## config.mk

```make
export PLATFORM = sky130hd
export DESIGN_NAME = mem_responder
export DESIGN_NICKNAME = d
export VERILOG_FILES = /design/src/rtl/mem_resp_pkg.sv /design/src/rtl/mem_responder_mem_array.sv /design/src/rtl/mem_responder.sv
export SDC_FILE = /design/constraint.sdc
export NUM_CORES = 2
export LEC_CHECK = 0
export ABC_AREA = 0
export CORE_ASPECT_RATIO = 1.4
export CORE_UTILIZATION = 37
export CTS_BUF_LIST = sky130_fd_sc_hd__clkbuf_8
export DETAILED_ROUTE_END_ITERATION = 12
export REMOVE_ABC_BUFFERS = 1
export SYNTH_ARGS = -nofsm -noshare
export SYNTH_HDL_FRONTEND = slang
export SYNTH_SLANG_ARGS = --single-unit
```

## constraint.sdc

```tcl
create_clock -name clk -period 4.5 [get_ports clk]
set_input_delay 0.9 -clock clk [delete_from_list [all_inputs] [get_ports clk]]
set_output_delay 0.9 -clock clk [all_outputs]
set_load 0.005 [all_outputs]
```

## src/rtl/mem_resp_pkg.sv

```systemverilog
// Shared types and defaults for the mem_responder slice.
package mem_resp_pkg;

  localparam int unsigned LATENCY_DEF = 4;
  localparam int unsigned ADDR_W_DEF  = 8;
  localparam int unsigned DATA_W_DEF  = 8;
  localparam int unsigned CNT_W       = 4;

  typedef enum logic [1:0] {
    IDLE,
    WAIT,
    RESP
  } state_t;

  typedef enum logic {
    PORT1,
    PORT2
  } port_t;

endpackage

```

## src/rtl/mem_responder_mem_array.sv

```systemverilog
// Single-port memory: synchronous write, registered read, contents preset to mem[a]=a.
module mem_array #(
  parameter int unsigned ADDR_W = 8,
  parameter int unsigned DATA_W = 8
) (
  input  logic              clk_i,
  input  logic              we_i,
  input  logic [ADDR_W-1:0] addr_i,
  input  logic [DATA_W-1:0] wdata_i,
  output logic [DATA_W-1:0] rdata_o
);

  localparam int unsigned DEPTH = 2 ** ADDR_W;

  function automatic logic [DEPTH-1:0][DATA_W-1:0] init_contents();
    logic [DEPTH-1:0][DATA_W-1:0] m;
    for (int unsigned a = 0; a < DEPTH; a++) begin
      m[ADDR_W'(a)] = DATA_W'(a);
    end
    return m;
  endfunction

  // Power-up image only; there is deliberately no reset on the storage.
  logic [DEPTH-1:0][DATA_W-1:0] mem_q = init_contents();

  always_ff @(posedge clk_i) begin
    if (we_i) begin
      mem_q[addr_i] <= wdata_i;
    end
    rdata_o <= mem_q[addr_i];
  end

endmodule

```

## src/rtl/mem_responder.sv

```systemverilog
// Two-port request/ack memory responder: one transaction at a time, fixed latency,
// fair alternation when both ports request together.
module mem_responder
  import mem_resp_pkg::*;
#(
  parameter int unsigned LATENCY = LATENCY_DEF,
  parameter int unsigned ADDR_W  = ADDR_W_DEF,
  parameter int unsigned DATA_W  = DATA_W_DEF
) (
  input  logic              clk,
  input  logic              rst,
  input  logic              req1,
  input  logic              we1,
  input  logic [ADDR_W-1:0] addr1,
  input  logic [DATA_W-1:0] wdata1,
  input  logic              req2,
  input  logic              we2,
  input  logic [ADDR_W-1:0] addr2,
  input  logic [DATA_W-1:0] wdata2,
  output logic              ack1,
  output logic              ack2,
  output logic [DATA_W-1:0] rdata1,
  output logic [DATA_W-1:0] rdata2,
  output logic              read_busy,
  output logic              write_busy
);

  state_t              state_q, state_d;
  logic [CNT_W-1:0]    cnt_q, cnt_d;
  port_t               port_q, port_d;
  port_t               last_q, last_d;
  logic                we_q, we_d;
  logic [ADDR_W-1:0]   addr_q, addr_d;
  logic [DATA_W-1:0]   wdata_q, wdata_d;
  logic [DATA_W-1:0]   rdata1_q, rdata1_d;
  logic [DATA_W-1:0]   rdata2_q, rdata2_d;
  port_t               grant;
  logic                tie;
  logic                mem_we;
  logic [ADDR_W-1:0]   mem_addr;
  logic [DATA_W-1:0]   mem_rdata;

  mem_array #(
    .ADDR_W (ADDR_W),
    .DATA_W (DATA_W)
  ) u_mem (
    .clk_i   (clk),
    .we_i    (mem_we),
    .addr_i  (mem_addr),
    .wdata_i (wdata_q),
    .rdata_o (mem_rdata)
  );

  always_ff @(posedge clk or posedge rst) begin
    if (rst) begin
      state_q  <= IDLE;
      cnt_q    <= '0;
      port_q   <= PORT1;
      last_q   <= PORT2;
      we_q     <= 1'b0;
      addr_q   <= '0;
      wdata_q  <= '0;
      rdata1_q <= '0;
      rdata2_q <= '0;
    end else begin
      state_q  <= state_d;
      cnt_q    <= cnt_d;
      port_q   <= port_d;
      last_q   <= last_d;
      we_q     <= we_d;
      addr_q   <= addr_d;
      wdata_q  <= wdata_d;
      rdata1_q <= rdata1_d;
      rdata2_q <= rdata2_d;
    end
  end

  always_comb begin
    state_d  = state_q;
    cnt_d    = cnt_q;
    port_d   = port_q;
    last_d   = last_q;
    we_d     = we_q;
    addr_d   = addr_q;
    wdata_d  = wdata_q;
    rdata1_d = rdata1_q;
    rdata2_d = rdata2_q;
    ack1     = 1'b0;
    ack2     = 1'b0;
    mem_we   = 1'b0;
    mem_addr = addr_q;
    tie      = req1 && req2;
    grant    = tie ? ((last_q == PORT2) ? PORT1 : PORT2) : (req1 ? PORT1 : PORT2);

    unique case (state_q)
      IDLE: begin
        // Present the winner's address now so the registered read is ready even at LATENCY=1.
        mem_addr = (grant == PORT1) ? addr1 : addr2;
        if (req1 || req2) begin
          state_d = WAIT;
          cnt_d   = CNT_W'(LATENCY - 1);
          port_d  = grant;
          we_d    = (grant == PORT1) ? we1 : we2;
          addr_d  = (grant == PORT1) ? addr1 : addr2;
          wdata_d = (grant == PORT1) ? wdata1 : wdata2;
          // Only contested grants advance the alternation; lone requests leave it alone.
          if (tie) begin
            last_d = grant;
          end
        end
      end
      WAIT: begin
        if (cnt_q == '0) begin
          state_d = RESP;
          // Load read data on entry to RESP so it is already valid alongside ack.
          if (!we_q) begin
            if (port_q == PORT1) rdata1_d = mem_rdata;
            else                 rdata2_d = mem_rdata;
          end
        end else begin
          cnt_d = cnt_q - 1'b1;
        end
      end
      RESP: begin
        mem_we  = we_q;
        ack1    = (port_q == PORT1);
        ack2    = (port_q == PORT2);
        state_d = IDLE;
      end
      default: state_d = IDLE;
    endcase
  end

  assign rdata1     = rdata1_q;
  assign rdata2     = rdata2_q;
  assign read_busy  = ((state_q == WAIT) || (state_q == RESP)) && !we_q;
  assign write_busy = ((state_q == WAIT) || (state_q == RESP)) && we_q;

endmodule

```

# == Word level (Yosys, flattened, before mapping) ==
# Cells that the tools add are included.
# op_classes
n_lt_le_gt_ge,2
n_reduce_logical,16
add_sub_neg,1
eq_ne,5
bitwise_logic,2
n_mux,21
# ops
cell,count
bitwise mux 2048 bit,1
binary-select mux 8 bit (select 8 bit),1
demux 8 bit (select 8 bit),1
2-to-1 mux 8 bit,5
< comparator 8 x 9 -> 1 bit (second input constant),1
greater-or-equal comparator 8 x 1 -> 1 bit (second input constant),1
2-to-1 mux 4 bit,2
one-hot mux 4 bit (2 select lines),1
AND reduction 4 bit,2
2-to-1 mux 1 bit,7
!= test 2 bit (second input constant),3
AND reduction 3 bit,2
logical AND 1 bit,4
logical NOT 4 bit,1
2-to-1 mux 2 bit,2
one-hot mux 2 bit (2 select lines),1
AND reduction 2 bit,2
subtractor 4 x 1 -> 4 bit (second input constant),1
equality test 2 x 1 -> 1 bit (second input constant),1
equality test 2 bit (second input constant),1
logical NOT 2 bit,1
logical OR 1 bit,2
NOT 1 bit,2
nonzero test 2 bit,1
logical NOT 1 bit,1
# totals
register_bits,2097
input_bits,38
output_inout_bits,20

# == Longest topological paths before layout ==
# logic_depth
ltp_word,9
depth_mapped,17

# == Cells and area by module ==
# Synthesis repeated with hierarchy kept, for this count alone.
# unflattened
hier_cells,3739
hier_area_um2,80473.4
# by_module_without_submodules
module,cells_each,n_inst,area_each_um2
mem_array,3531,1,78401.4
mem_responder,208,1,2072.0

# == Worst setup path before layout ==
# No wires, ideal clock.
# synth_path
path_kind,reg2reg
start,reg wdata_q[0]
end,reg u_mem.mem_q[0] (netlist bit) (data pin)
setup_ps,804
path_buffers,0
path_slack_ps,513
arrival_ps,3183
path_stages_with_launch,1
path_cell_list,dfrtp_1
# synth_between
elab_chain_cells,1
# synth_rtl
element,line,source
start: declaration,mem_responder.sv:34,"logic [DATA_W-1:0] wdata_q, wdata_d;"
start signal: assignment,mem_responder.sv:72,wdata_q <= wdata_d;
bitwise mux 2048 bit,mem_responder_mem_array.sv:28,mem_q[addr_i] <= wdata_i;
end signal: indexed assignment,mem_responder_mem_array.sv:28,
end: declaration,mem_responder_mem_array.sv:24,logic [DEPTH-1:0][DATA_W-1:0] mem_q = init_contents();
# No other way between the ends.
# A chain may end at the register's enable or synchronous reset.

# == Worst setup path in the final report ==
# layout_path
start,reg state_q[0]
end,"reg u_mem.mem_q[1419] (netlist bit), enable pin"
# layout_between
elab_chain_cells,2
# layout_rtl
element,line,source
start: declaration,mem_responder.sv:28,"state_t state_q, state_d;"
start signal: assignment,mem_responder.sv:66,state_q <= state_d;
equality test 2 bit,mem_responder.sv:95,unique case (state_q)
2-to-1 mux 1 bit,mem_responder.sv:95,
# No other way between the ends.

==> metrics.txt <==
status completed; post-cts sizing count 0; gpl congestion between 0.9 and 1; share of cells above drive strength 1 20.57%; leading post-synthesis cells by cell area edfxtp_1 (67%), mux2i_1 (3.8%), a221oi_1 (3.6%); Final Max Slew Viols 0; Mapped Area 0.09191 mm²; Gate power share between 40% and 50%; Vias/cell 6.165; total power 0.07814 W; Yosys top cell area share between 60% and 70%; final WL approximately 310 mm; Startpoint Class flop; Clk pwr share 19.3%; Sw Pwr 0.03243 W; hold_buf cts 0; Site Rows 216; final hold violation count 0; top sig layer met5; # nets final 7288; Core Util, Final 44.06%; synthesized area per cell 14.00 µm²; Layout area overhead 18.42%; asr flop ratio synth 1.955%; FF-to-FF End u_mem.mem_q[1419]; Layout Cells excl Fill 10760; Post-Synthesis Cells 6564; H-tree depth 5; count of flip-flops with a built-in enable after synthesis between 2000 and 2500; Synth area leader edfxtp_1; Final Setup Violations 0; drc violations 0; most common cell after layout, fill and taps aside edfxtp_1; Post-Route M1 WL 114.2 mm; met2 wire len 155.3 mm; Num CTS Buffers 320; CP required 5.07 ns; DR iter-0 viols 8906; Final period util between 90 and 100%; Initial DRT Pass Iterations 9; Hold/Removal Path Class in2async; crit path time final 4.459 ns; clock sinks 2097; Critical Path Sink Type flop; setup ws final between 0.04 and 0.05 ns; Fin Clk Skew 0.07835 ns; sw frac 41.50%; Post-CTS Setup Repair Bufs 0; Worst-Skew Late Latency 1.02 ns; leakage 35.91 nW; worst path arrival time 5.02 ns; routed len/inst 29.20 µm; synth warn 0; Starting Density ~37%; largest net degree at the start of global routing 173; metal3 WL ~25 mm; RSZ-0062 raised after global routing false; DIE HEIGHT 591.7 µm; Tot GR Track Use 24.22%; pwr/cell area 717.9 mW/mm²; cell count after placement 10190; r2r setup slk 0.04 ns; post-route ant nets 0; Max Fclk approximately 0.22 GHz; first-pass GRT wire length 451.0 mm; CTS Buffer Depth 4; fill count 22090; total I/O pin count 58; Hold WS 0.3984 ns; Most used DFF post-synth edfxtp_1; Max Cap Viol 0; Reg power frac between 30% and 40%; clk root buf clkbuf_8; vias in the first global route 65440; Reg-to-Reg Start state_q[0]; Final HPWL DP around 200 mm; Post-Place Setup Slack -0.4870 ns; grt total ovfl 0; max_slew headroom 15.96%; Worst Tran Pin Value 1.256 ns; Max rail drop VDD 716.6 µV; Pint 0.04571 W; Vias 66340; TritonCTS clock tree built; width of the die 423.2 µm; crit path max fanout 32; core area 0.2470 mm²; port bufs 57; Reg2Reg Depth 10; #FFs+latches synth 2097; antenna violations before repair 8; Clk pin slew, worst setup/hold paths roughly 0.06 ns; post-synthesis sequential area ratio 68.21%; commonest non-fill, non-tap cells in the layout edfxtp_1 (2048), buf_4 (729), a21oi_1 (594), a221oi_1 (380), nor2_1 (378); DIE AREA 0.2504 mm²; synth unique cells 70; critical path type reg2reg
==> power groups by stage <==
stage	Combinational [W]	Sequential, W	Clock, W
6_report	0.0376	0.0254	0.0151
5_1_grt	0.0391	0.0255	0.0161
4_1_cts	0.0370	0.0254	0.0153
3_5_place_dp	0.0369	0.0258	0
3_3_place_gp	0.0365	0.0258	0
2_1_floorplan	0.0109	0.0273	0
==> worst max path at each step <==
stage | depth (start not counted) | slack (ns) | endpoint | startpoint
after floorplan | 9 | -23.47 | u_mem.rdata_o[5] | addr_q[1]
after global placement | 16 | -0.53 | u_mem.rdata_o[5] | req2
after detailed placement | 16 | -0.49 | u_mem.rdata_o[5] | req2
after CTS | 10 | 0.13 | u_mem.mem_q[1419] | state_q[0]
after global routing | 11 | 0.0005 | u_mem.mem_q[1518] | state_q[0]
final | 10 | 0.04 | u_mem.mem_q[1419] | state_q[0]
==> Yosys cell counts (all sizes together) (10+ instances only) <==
cell / number
edfxtp: 2048
a21oi: 595
nor2: 386
a221oi: 383
mux2i: 351
a22oi: 334
nand2: 325
nand3: 322
buf: 309
clkbuf: 286
a211oi: 247
mux2: 145
o21ai: 137
a222oi: 130
a22o: 84
a221o: 72
nor3: 49
a31oi: 41
dfrtp: 40
mux4: 35
and3: 26
nand4: 23
o22ai: 18
inv: 11
or3: 11
and2: 10
==> final cells by class <==
type / count / area (µm²) / area share (%)
diodes: 3 / 7.507 / 0.006898
clock buffers: 331 / 4556 / 4.186
clock inverters: 235 / 1303 / 1.197
inverters: 11 / 46.29 / 0.04253
multi-input cells: 3861 / 26730 / 24.56
flip-flops and latches: 2097 / 62720 / 57.63
well taps: 3270 / 4091 / 3.759
repair buffers: 953 / 9387 / 8.624
==> critical path, cell delays in order (launching register included) <==
cell	delay, ns
dfrtp_1	0.40
inv_1	0.15
ha_4	0.38
buf_4	0.33
buf_4	0.46
nor2_1	0.07
a31oi_1	0.32
nor2b_1	0.56
nand2_1	0.20
buf_12	0.20
nor2_1	0.92
==> per-layer routing <==
metal  up-vias  global-route usage (%)
li1      28320                       -
met1     33410                   28.73
met2      3777                   41.52
met3       823                   3.852
met4         6                   14.16
met5         -                       0
==> cells by family (layout without fill, tap and decap cells) <==
kind of cell | Yosys count | in the layout | share of synthesized area [%]
adder cells (fa/ha/maj) | 6 | 6 | 0.08168
other | 0 | 3 | 0
flip-flops | 2097 | 2097 | 68.21
AND/OR/NAND/NOR | 1199 | 1199 | 5.778
multiplexers | 531 | 531 | 6.457
buffers and inverters | 606 | 1530 | 2.885
XOR/XNOR | 1 | 1 | 0.009531
AO/OA/AOI/OAI | 2124 | 2124 | 16.58
==> flip-flops by register name (all words and copies together) (netlist names) <==
register and cells:
u_mem.mem_q 2048, rdata1 8, u_mem.rdata_o 8, rdata2 8
last_q 1, we_q 1, state_q 2, addr_q 8
wdata_q 8, cnt_q 4, port_q 1
==> stage by stage <==
stage          TNS [ns]  instance area [µm²]
6_report              0               108800
5_1_grt               0               108800
4_1_cts               0               108800
3_5_place_dp     -59.65               103000
3_3_place_gp     -61.11               103000
2_1_floorplan         -                89300
(Power assumes the default switching activity.)
